<file path="config.mk">
export PLATFORM = sky130hd
export DESIGN_NAME = ram_arbiter_flat
export DESIGN_NICKNAME = d
export VERILOG_FILES = /design/src/rtl/ram_arbiter_pkg.sv /design/src/rtl/ram_arbiter_if.sv /design/src/rtl/ram_arbiter_pick.sv /design/src/rtl/ram_arbiter.sv /design/src/flat_wrapper.sv
export SDC_FILE = /design/constraint.sdc
export NUM_CORES = 1
export LEC_CHECK = 0
export ABC_AREA = 1
export ABC_CLOCK_PERIOD_IN_PS = 3000
export CAP_MARGIN = 20
export CORE_ASPECT_RATIO = 0.6
export CORE_MARGIN = 1.5
export CORE_UTILIZATION = 40
export CTS_BUF_LIST = sky130_fd_sc_hd__clkbuf_4 sky130_fd_sc_hd__clkbuf_8
export CTS_CLUSTER_DIAMETER = 30
export CTS_CLUSTER_SIZE = 28
export DETAILED_ROUTE_END_ITERATION = 10
export DONT_BUFFER_PORTS = 1
export PLACE_DENSITY_LB_ADDON = 0.05
export SLEW_MARGIN = 20
export SYNTH_ARGS = -nofsm -noshare
export SYNTH_HDL_FRONTEND = slang
export SYNTH_SLANG_ARGS = --single-unit
</file>
<file path="constraint.sdc">
create_clock -name in_clk -period 3 [get_ports in_clk]
set_clock_uncertainty 0.05 [all_clocks]
set_input_delay 0.6 -clock in_clk [delete_from_list [all_inputs] [get_ports in_clk]]
set_output_delay 0.6 -clock in_clk [all_outputs]
set_load 0.02 [all_outputs]
</file>
<file path="src/rtl/ram_arbiter_pkg.sv">
// Shared types and constants for the ram_arbiter slice: FSM state encoding,
// requester index type and a modulo helper used by the picker and the pointer.
package ram_arbiter_pkg;

  localparam int ARB_MAX_REQ  = 8;
  localparam int ARB_IDX_BITS = 3;

  typedef enum logic [1:0] {
    IDLE  = 2'd0,
    ISSUE = 2'd1,
    DONE  = 2'd2
  } t_arb_state;

  typedef logic [ARB_IDX_BITS-1:0] t_arb_idx;

  function automatic t_arb_idx wrap_idx(input int value, input int modulus);
    return t_arb_idx'(value % modulus);
  endfunction

endpackage

</file>
<file path="src/rtl/ram_arbiter_if.sv">
// Requester-side and RAM-side bus of ram_arbiter. The arbiter uses the slave
// modport; requesters plus the RAM (or a bench) sit on the master side.
interface ram_arbiter_if #(
  parameter int NUM_REQ   = 2,
  parameter int ADDR_BITS = 8,
  parameter int WORD_BITS = 8
);

  logic [NUM_REQ-1:0]                in_req;
  logic [NUM_REQ-1:0]                in_write;
  logic [NUM_REQ-1:0][ADDR_BITS-1:0] in_addr;
  logic [NUM_REQ-1:0][WORD_BITS-1:0] in_data;
  logic [NUM_REQ-1:0]                out_ack;
  logic [WORD_BITS-1:0]              out_data;
  logic                              out_busy;
  logic                              out_ram_read_ena;
  logic                              out_ram_write_ena;
  logic [ADDR_BITS-1:0]              out_ram_addr;
  logic [WORD_BITS-1:0]              out_ram_data;
  logic [WORD_BITS-1:0]              in_ram_data;

  modport master (
    output in_req, in_write, in_addr, in_data, in_ram_data,
    input  out_ack, out_data, out_busy, out_ram_read_ena, out_ram_write_ena,
           out_ram_addr, out_ram_data
  );

  modport slave (
    input  in_req, in_write, in_addr, in_data, in_ram_data,
    output out_ack, out_data, out_busy, out_ram_read_ena, out_ram_write_ena,
           out_ram_addr, out_ram_data
  );

endinterface

</file>
<file path="src/rtl/ram_arbiter_pick.sv">
// Combinational winner picker: first set request at or after ptr, with wrap.
// With RAM_ARBITER_ROUND_ROBIN_EN undefined the top ties ptr to 0 (fixed priority).
module ram_arbiter_pick
  import ram_arbiter_pkg::*;
#(
  parameter int NUM_REQ = 2
) (
  input  logic [NUM_REQ-1:0] req,
  input  t_arb_idx           ptr,
  output t_arb_idx           winner,
  output logic               valid
);

  logic [NUM_REQ-1:0] rot_s;
  t_arb_idx           off_s;

  // rotate so ptr lands on bit 0, encode lowest set bit, add ptr back
  always_comb begin
    rot_s = '0;
    off_s = '0;
    valid = 1'b0;
    for (int i = 0; i < NUM_REQ; i++) begin
      for (int j = 0; j < NUM_REQ; j++) begin
        rot_s[i] = (wrap_idx(int'(ptr) + i, NUM_REQ) == t_arb_idx'(j)) ? req[j] : rot_s[i];
      end
    end
    for (int i = NUM_REQ - 1; i >= 0; i--) begin
      off_s = rot_s[i] ? t_arb_idx'(i) : off_s;
      valid = valid | rot_s[i];
    end
    winner = wrap_idx(int'(ptr) + int'(off_s), NUM_REQ);
  end

endmodule

</file>
<file path="src/rtl/ram_arbiter.sv">
// Arbitrates NUM_REQ requesters onto one synchronous RAM port (IDLE/ISSUE/DONE).
// Define RAM_ARBITER_ROUND_ROBIN_EN for round-robin picking; otherwise fixed priority.
module ram_arbiter
  import ram_arbiter_pkg::*;
#(
  parameter int NUM_REQ   = 2,
  parameter int ADDR_BITS = 8,
  parameter int WORD_BITS = 8
) (
  input logic           in_clk,
  input logic           in_rst,
  ram_arbiter_if.slave  bus
);

  t_arb_state           state_r;
  t_arb_idx             winner_r;
  logic                 write_r;
  logic [NUM_REQ-1:0]   ack_r;
  logic                 busy_r;
  logic                 rd_en_r;
  logic                 wr_en_r;
  logic [ADDR_BITS-1:0] ram_addr_r;
  logic [WORD_BITS-1:0] ram_data_r;

  t_arb_idx             ptr_s;
  t_arb_idx             pick_idx_s;
  logic                 pick_valid_s;
  logic                 sel_write_s;
  logic [ADDR_BITS-1:0] sel_addr_s;
  logic [WORD_BITS-1:0] sel_data_s;
  logic [NUM_REQ-1:0]   ack_next_s;

`ifdef RAM_ARBITER_ROUND_ROBIN_EN
  t_arb_idx ptr_r;

  // pointer moves past the winner as its ack is issued
  always_ff @(posedge in_clk) begin
    if (in_rst) begin
      ptr_r <= '0;
    end else if (state_r == DONE) begin
      ptr_r <= wrap_idx(int'(winner_r) + 1, NUM_REQ);
    end else begin
      ptr_r <= ptr_r;
    end
  end

  assign ptr_s = ptr_r;
`else
  assign ptr_s = '0;
`endif

  ram_arbiter_pick #(.NUM_REQ(NUM_REQ)) u_pick (
    .req    (bus.in_req),
    .ptr    (ptr_s),
    .winner (pick_idx_s),
    .valid  (pick_valid_s)
  );

  // select the picked requester's fields and decode the latched winner
  always_comb begin
    sel_write_s = 1'b0;
    sel_addr_s  = '0;
    sel_data_s  = '0;
    ack_next_s  = '0;
    for (int i = 0; i < NUM_REQ; i++) begin
      sel_write_s   = (pick_idx_s == t_arb_idx'(i)) ? bus.in_write[i] : sel_write_s;
      sel_addr_s    = (pick_idx_s == t_arb_idx'(i)) ? bus.in_addr[i]  : sel_addr_s;
      sel_data_s    = (pick_idx_s == t_arb_idx'(i)) ? bus.in_data[i]  : sel_data_s;
      ack_next_s[i] = (winner_r == t_arb_idx'(i));
    end
  end

  // transaction FSM; the RAM port registers double as the committed request
  always_ff @(posedge in_clk) begin
    if (in_rst) begin
      state_r    <= IDLE;
      winner_r   <= '0;
      write_r    <= 1'b0;
      ack_r      <= '0;
      busy_r     <= 1'b0;
      rd_en_r    <= 1'b0;
      wr_en_r    <= 1'b0;
      ram_addr_r <= '0;
      ram_data_r <= '0;
    end else begin
      case (state_r)
        IDLE: begin
          ack_r <= '0;
          if (pick_valid_s) begin
            state_r    <= ISSUE;
            winner_r   <= pick_idx_s;
            write_r    <= sel_write_s;
            busy_r     <= 1'b1;
            rd_en_r    <= ~sel_write_s;
            wr_en_r    <= sel_write_s;
            ram_addr_r <= sel_addr_s;
            ram_data_r <= sel_data_s;
          end else begin
            state_r <= IDLE;
            busy_r  <= 1'b0;
            rd_en_r <= 1'b0;
            wr_en_r <= 1'b0;
          end
        end
        ISSUE: begin
          state_r <= DONE;
          rd_en_r <= 1'b0;
          wr_en_r <= 1'b0;
          ack_r   <= ack_next_s;
          busy_r  <= 1'b1;
        end
        DONE: begin
          state_r <= IDLE;
          ack_r   <= '0;
          busy_r  <= 1'b0;
        end
        default: begin
          state_r <= IDLE;
          ack_r   <= '0;
          busy_r  <= 1'b0;
          rd_en_r <= 1'b0;
          wr_en_r <= 1'b0;
        end
      endcase
    end
  end

  assign bus.out_ack           = ack_r;
  assign bus.out_busy          = busy_r;
  assign bus.out_ram_read_ena  = rd_en_r;
  assign bus.out_ram_write_ena = wr_en_r;
  assign bus.out_ram_addr      = ram_addr_r;
  assign bus.out_ram_data      = ram_data_r;
  // RAM read data is only valid in DONE, so it is gated rather than re-registered
  assign bus.out_data          = ((|ack_r) & ~write_r) ? bus.in_ram_data : '0;

endmodule

</file>
<file path="src/flat_wrapper.sv">
// flat-port wrapper written by rule: the top's interface ports become plain ports
module ram_arbiter_flat import ram_arbiter_pkg::*;
#(
  parameter int NUM_REQ   = 2,
  parameter int ADDR_BITS = 8,
  parameter int WORD_BITS = 8
)
  (in_clk, in_rst, bus_in_req, bus_in_write, bus_in_addr, bus_in_data, bus_in_ram_data, bus_out_ack, bus_out_data, bus_out_busy, bus_out_ram_read_ena, bus_out_ram_write_ena, bus_out_ram_addr, bus_out_ram_data);
  ram_arbiter_if #(.NUM_REQ(NUM_REQ), .ADDR_BITS(ADDR_BITS), .WORD_BITS(WORD_BITS)) bus_i ();
  input logic in_clk;
  input logic in_rst;
  input wire logic [$bits(bus_i.in_req)-1:0] bus_in_req;
  input wire logic [$bits(bus_i.in_write)-1:0] bus_in_write;
  input wire logic [$bits(bus_i.in_addr)-1:0] bus_in_addr;
  input wire logic [$bits(bus_i.in_data)-1:0] bus_in_data;
  input wire logic [$bits(bus_i.in_ram_data)-1:0] bus_in_ram_data;
  output wire logic [$bits(bus_i.out_ack)-1:0] bus_out_ack;
  output wire logic [$bits(bus_i.out_data)-1:0] bus_out_data;
  output wire logic [$bits(bus_i.out_busy)-1:0] bus_out_busy;
  output wire logic [$bits(bus_i.out_ram_read_ena)-1:0] bus_out_ram_read_ena;
  output wire logic [$bits(bus_i.out_ram_write_ena)-1:0] bus_out_ram_write_ena;
  output wire logic [$bits(bus_i.out_ram_addr)-1:0] bus_out_ram_addr;
  output wire logic [$bits(bus_i.out_ram_data)-1:0] bus_out_ram_data;
  assign bus_i.in_req = bus_in_req;
  assign bus_i.in_write = bus_in_write;
  assign bus_i.in_addr = bus_in_addr;
  assign bus_i.in_data = bus_in_data;
  assign bus_i.in_ram_data = bus_in_ram_data;
  assign bus_out_ack = bus_i.out_ack;
  assign bus_out_data = bus_i.out_data;
  assign bus_out_busy = bus_i.out_busy;
  assign bus_out_ram_read_ena = bus_i.out_ram_read_ena;
  assign bus_out_ram_write_ena = bus_i.out_ram_write_ena;
  assign bus_out_ram_addr = bus_i.out_ram_addr;
  assign bus_out_ram_data = bus_i.out_ram_data;
  ram_arbiter #(.NUM_REQ(NUM_REQ), .ADDR_BITS(ADDR_BITS), .WORD_BITS(WORD_BITS)) u_core (.in_clk(in_clk), .in_rst(in_rst), .bus(bus_i));
endmodule
</file>
==> results.toml <==
[layout]
drive_above_1_share_pct = 3.72
antennaDiodeCount = 0
syn2layout_area_growth_pct = 1.89
nNetsFinal = 262
num-fill-cells = 334
design_area_um2 = 1350
final_common_cell = "nand2_1"
layout_common_cells = "76 x nand2_1, 47 x nor2_1, 33 x inv_1"
final_cells = 257

[worst_setup_path]
r2r_slack_ns = 1.77
critical_path_class = "reg2out"
cp.arrival_ns = 1.31
cp-end-kind = "output port"
worst-path-max-fanout = 8
r2r-end = "u_core.bus.out_ram_write_ena"
crit_required_ns = 2.35
reg2regPathDepth = 5
start_kind = "register"
reg2reg_from = "u_core.state_r[1]"

[sta]
finalCritPeriodShare_pct = 65.4
tns_ns = 0
rsz0062_at_grt = "false"
max_freq_mhz = 510
setup_viol = 0
slew_headroom_pct = 58.5
tightest_slew_ns = 0.621
drv_slew = 0
min_period_ns = 1.96
hold_viol = 0

[logic_synthesis]
yosys_warnings = 0
synth_area_um2 = 1320
synth_cell_type_count = 16
synth_nets = 267
ys_top_cells_by_area = "dfxtp_1 38%, nand2_1 22%, nor2_1 13%"
synth_top_area_share_pct = 37.8
ys_ff_latch = 25
avgSynthCellArea_um2 = 5.98
yosysSeqAreaShare_pct = 37.8
synth_top_area_cell = "dfxtp_1"
synth_cells = 221

[global_route]
antenna_found_initial = 0
track_usage_pct = 15.4
grt_start_max_net_pins = 37
grt_pass1_vias = 952
grt.overflow.total = 0
grt_pass1_wl_um = 4300

[drt]
drt_pass1_iterations = 4
wirelength_um = 2790
detail-route-antenna-nets = 0
vias = 1202
top_layer = "met4"
viasPerCell = 4.68
wl_met3_um = 323
wl_met1_um = 1280
drt_iter0_drc = 53
wl_per_cell_um = 10.8
wl_met2_um = 1170
route.detailed.drc = 0

[clock_network]
holdBufCountCts = 0
cts_root_buf = "clkbuf_8"
insertion_delay_ns = 0.27
cts_inserted_buffers = 3
htreeDepth = 1
cts_setup_buffers = 0
cts.clk_slew.worst_paths_ns = 0.09
cts_resized = 0
cts.sinks = 25
cts_buffer_depth = 2
cts_tree = "built"

[power]
power_density_nw_per_um2 = 556
p_leak_nw = 0.745
irDropWorstVdd_uv = 222

[min_path]
whs_path_depth = 1
holdPathEnd = "u_core.winner_r[0]"
hp-class = "in2reg"
min_from = "in_rst"

[placed_design]
portBuffers = 0
place_congestion = 0.685
dp.cells = 253
place_area_um2 = 1300
hpwl_um = 1990

[floorplan]
die_x_um = 77.2
die_y_um = 47.5
start_util_pct = 44.0
ioPinCount = 75
dieArea_um2 = 3670
core-area_um2 = 3000
rows = 15

[job]
maxCapViolCount = 0

[run_status]
status = "finished, final reports clean"
-- kinds of logic after synthesis --
group | synth area share (%)
and+or+nand+nor | 45.6
buffers and inverters | 15.2
DFF | 37.8
AOI/OAI and AO/OA | 1.32
-- critical path, stage by stage, from the launching register on --
cell     delay [ns]
dfxtp_1        0.45
o21ai_1        0.22
nor2_1         0.37
-- cell usage after synthesis, drive strengths merged --
master  count
nor2       48
nand3      21
o31ai       1
inv        34
nand2      78
buf        10
dfxtp      25
a21oi       1
o21ai       1
nand4       2
-- worst max path at each step --
stage / from / endpoint / slack, ns / cells past startpoint
floorplan: u_core.bus.out_ack[1] / bus_out_data[0] / 1.40 / 2
global placement: bus_in_req[0] / u_core.bus.out_ram_addr[5] / 1.11 / 6
detailed placement: bus_in_req[0] / u_core.bus.out_ram_data[5] / 1.04 / 6
CTS: u_core.bus.out_ack[1] / bus_out_data[6] / 1.02 / 2
global route: u_core.bus.out_ack[0] / bus_out_data[5] / 0.97 / 2
finish: u_core.bus.out_ack[1] / bus_out_data[6] / 1.04 / 2
-- area by class of cell --
class	instances	area [um2]	share of cell area [%]
Tap cell	42	52.6	3.90
Multi-Input combinational cell	152	621	46.1
Inverter	34	128	9.47
Clock inverter	1	5.00	0.371
Sequential cell	25	500	37.1
Clock buffer	3	41.3	3.06
-- state kept, by name, summed over array words and instances, names as in the netlist --
register / cells
u_core.bus.out_ram_addr: 8
u_core.bus.out_ram_data: 8
u_core.bus.out_ack: 2
u_core.state_r: 2
u_core.bus.out_busy: 1
u_core.bus.out_ram_read_ena: 1
u_core.bus.out_ram_write_ena: 1
u_core.winner_r: 1
u_core.write_r: 1
-- power by group --
group / internal [W] / leakage (nW) / switching, W
Sequential: 0.000365 / 0.207 / 0.0000559
Combinational: 0.0000438 / 0.513 / 0.0000854
Clock: 0.0000929 / 0.0255 / 0.000107
-- routing by layer --
layer	vias to the layer above	track usage [%]
met5	-	0
met4	0	4.36
met3	2	6.86
met2	58	25.1
met1	505	19.1
li1	637	-
-- stage by stage --
| step | utilization [%] | total power, W | worst slack, ns | hold slack (ns) |
|---|---|---|---|---|
| floorplan | - | 0.000551 | 1.40 | 0.363 |
| global placement | 43.3 | 0.000557 | 1.11 | 0.392 |
| detailed placement | 43.3 | 0.000561 | 1.04 | 0.390 |
| CTS | 44.9 | 0.000760 | 1.02 | 0.335 |
| global route | 44.9 | 0.000800 | 0.974 | 0.335 |
| finish | 44.9 | 0.000750 | 1.04 | 0.338 |
(Power assumes the default switching activity.)
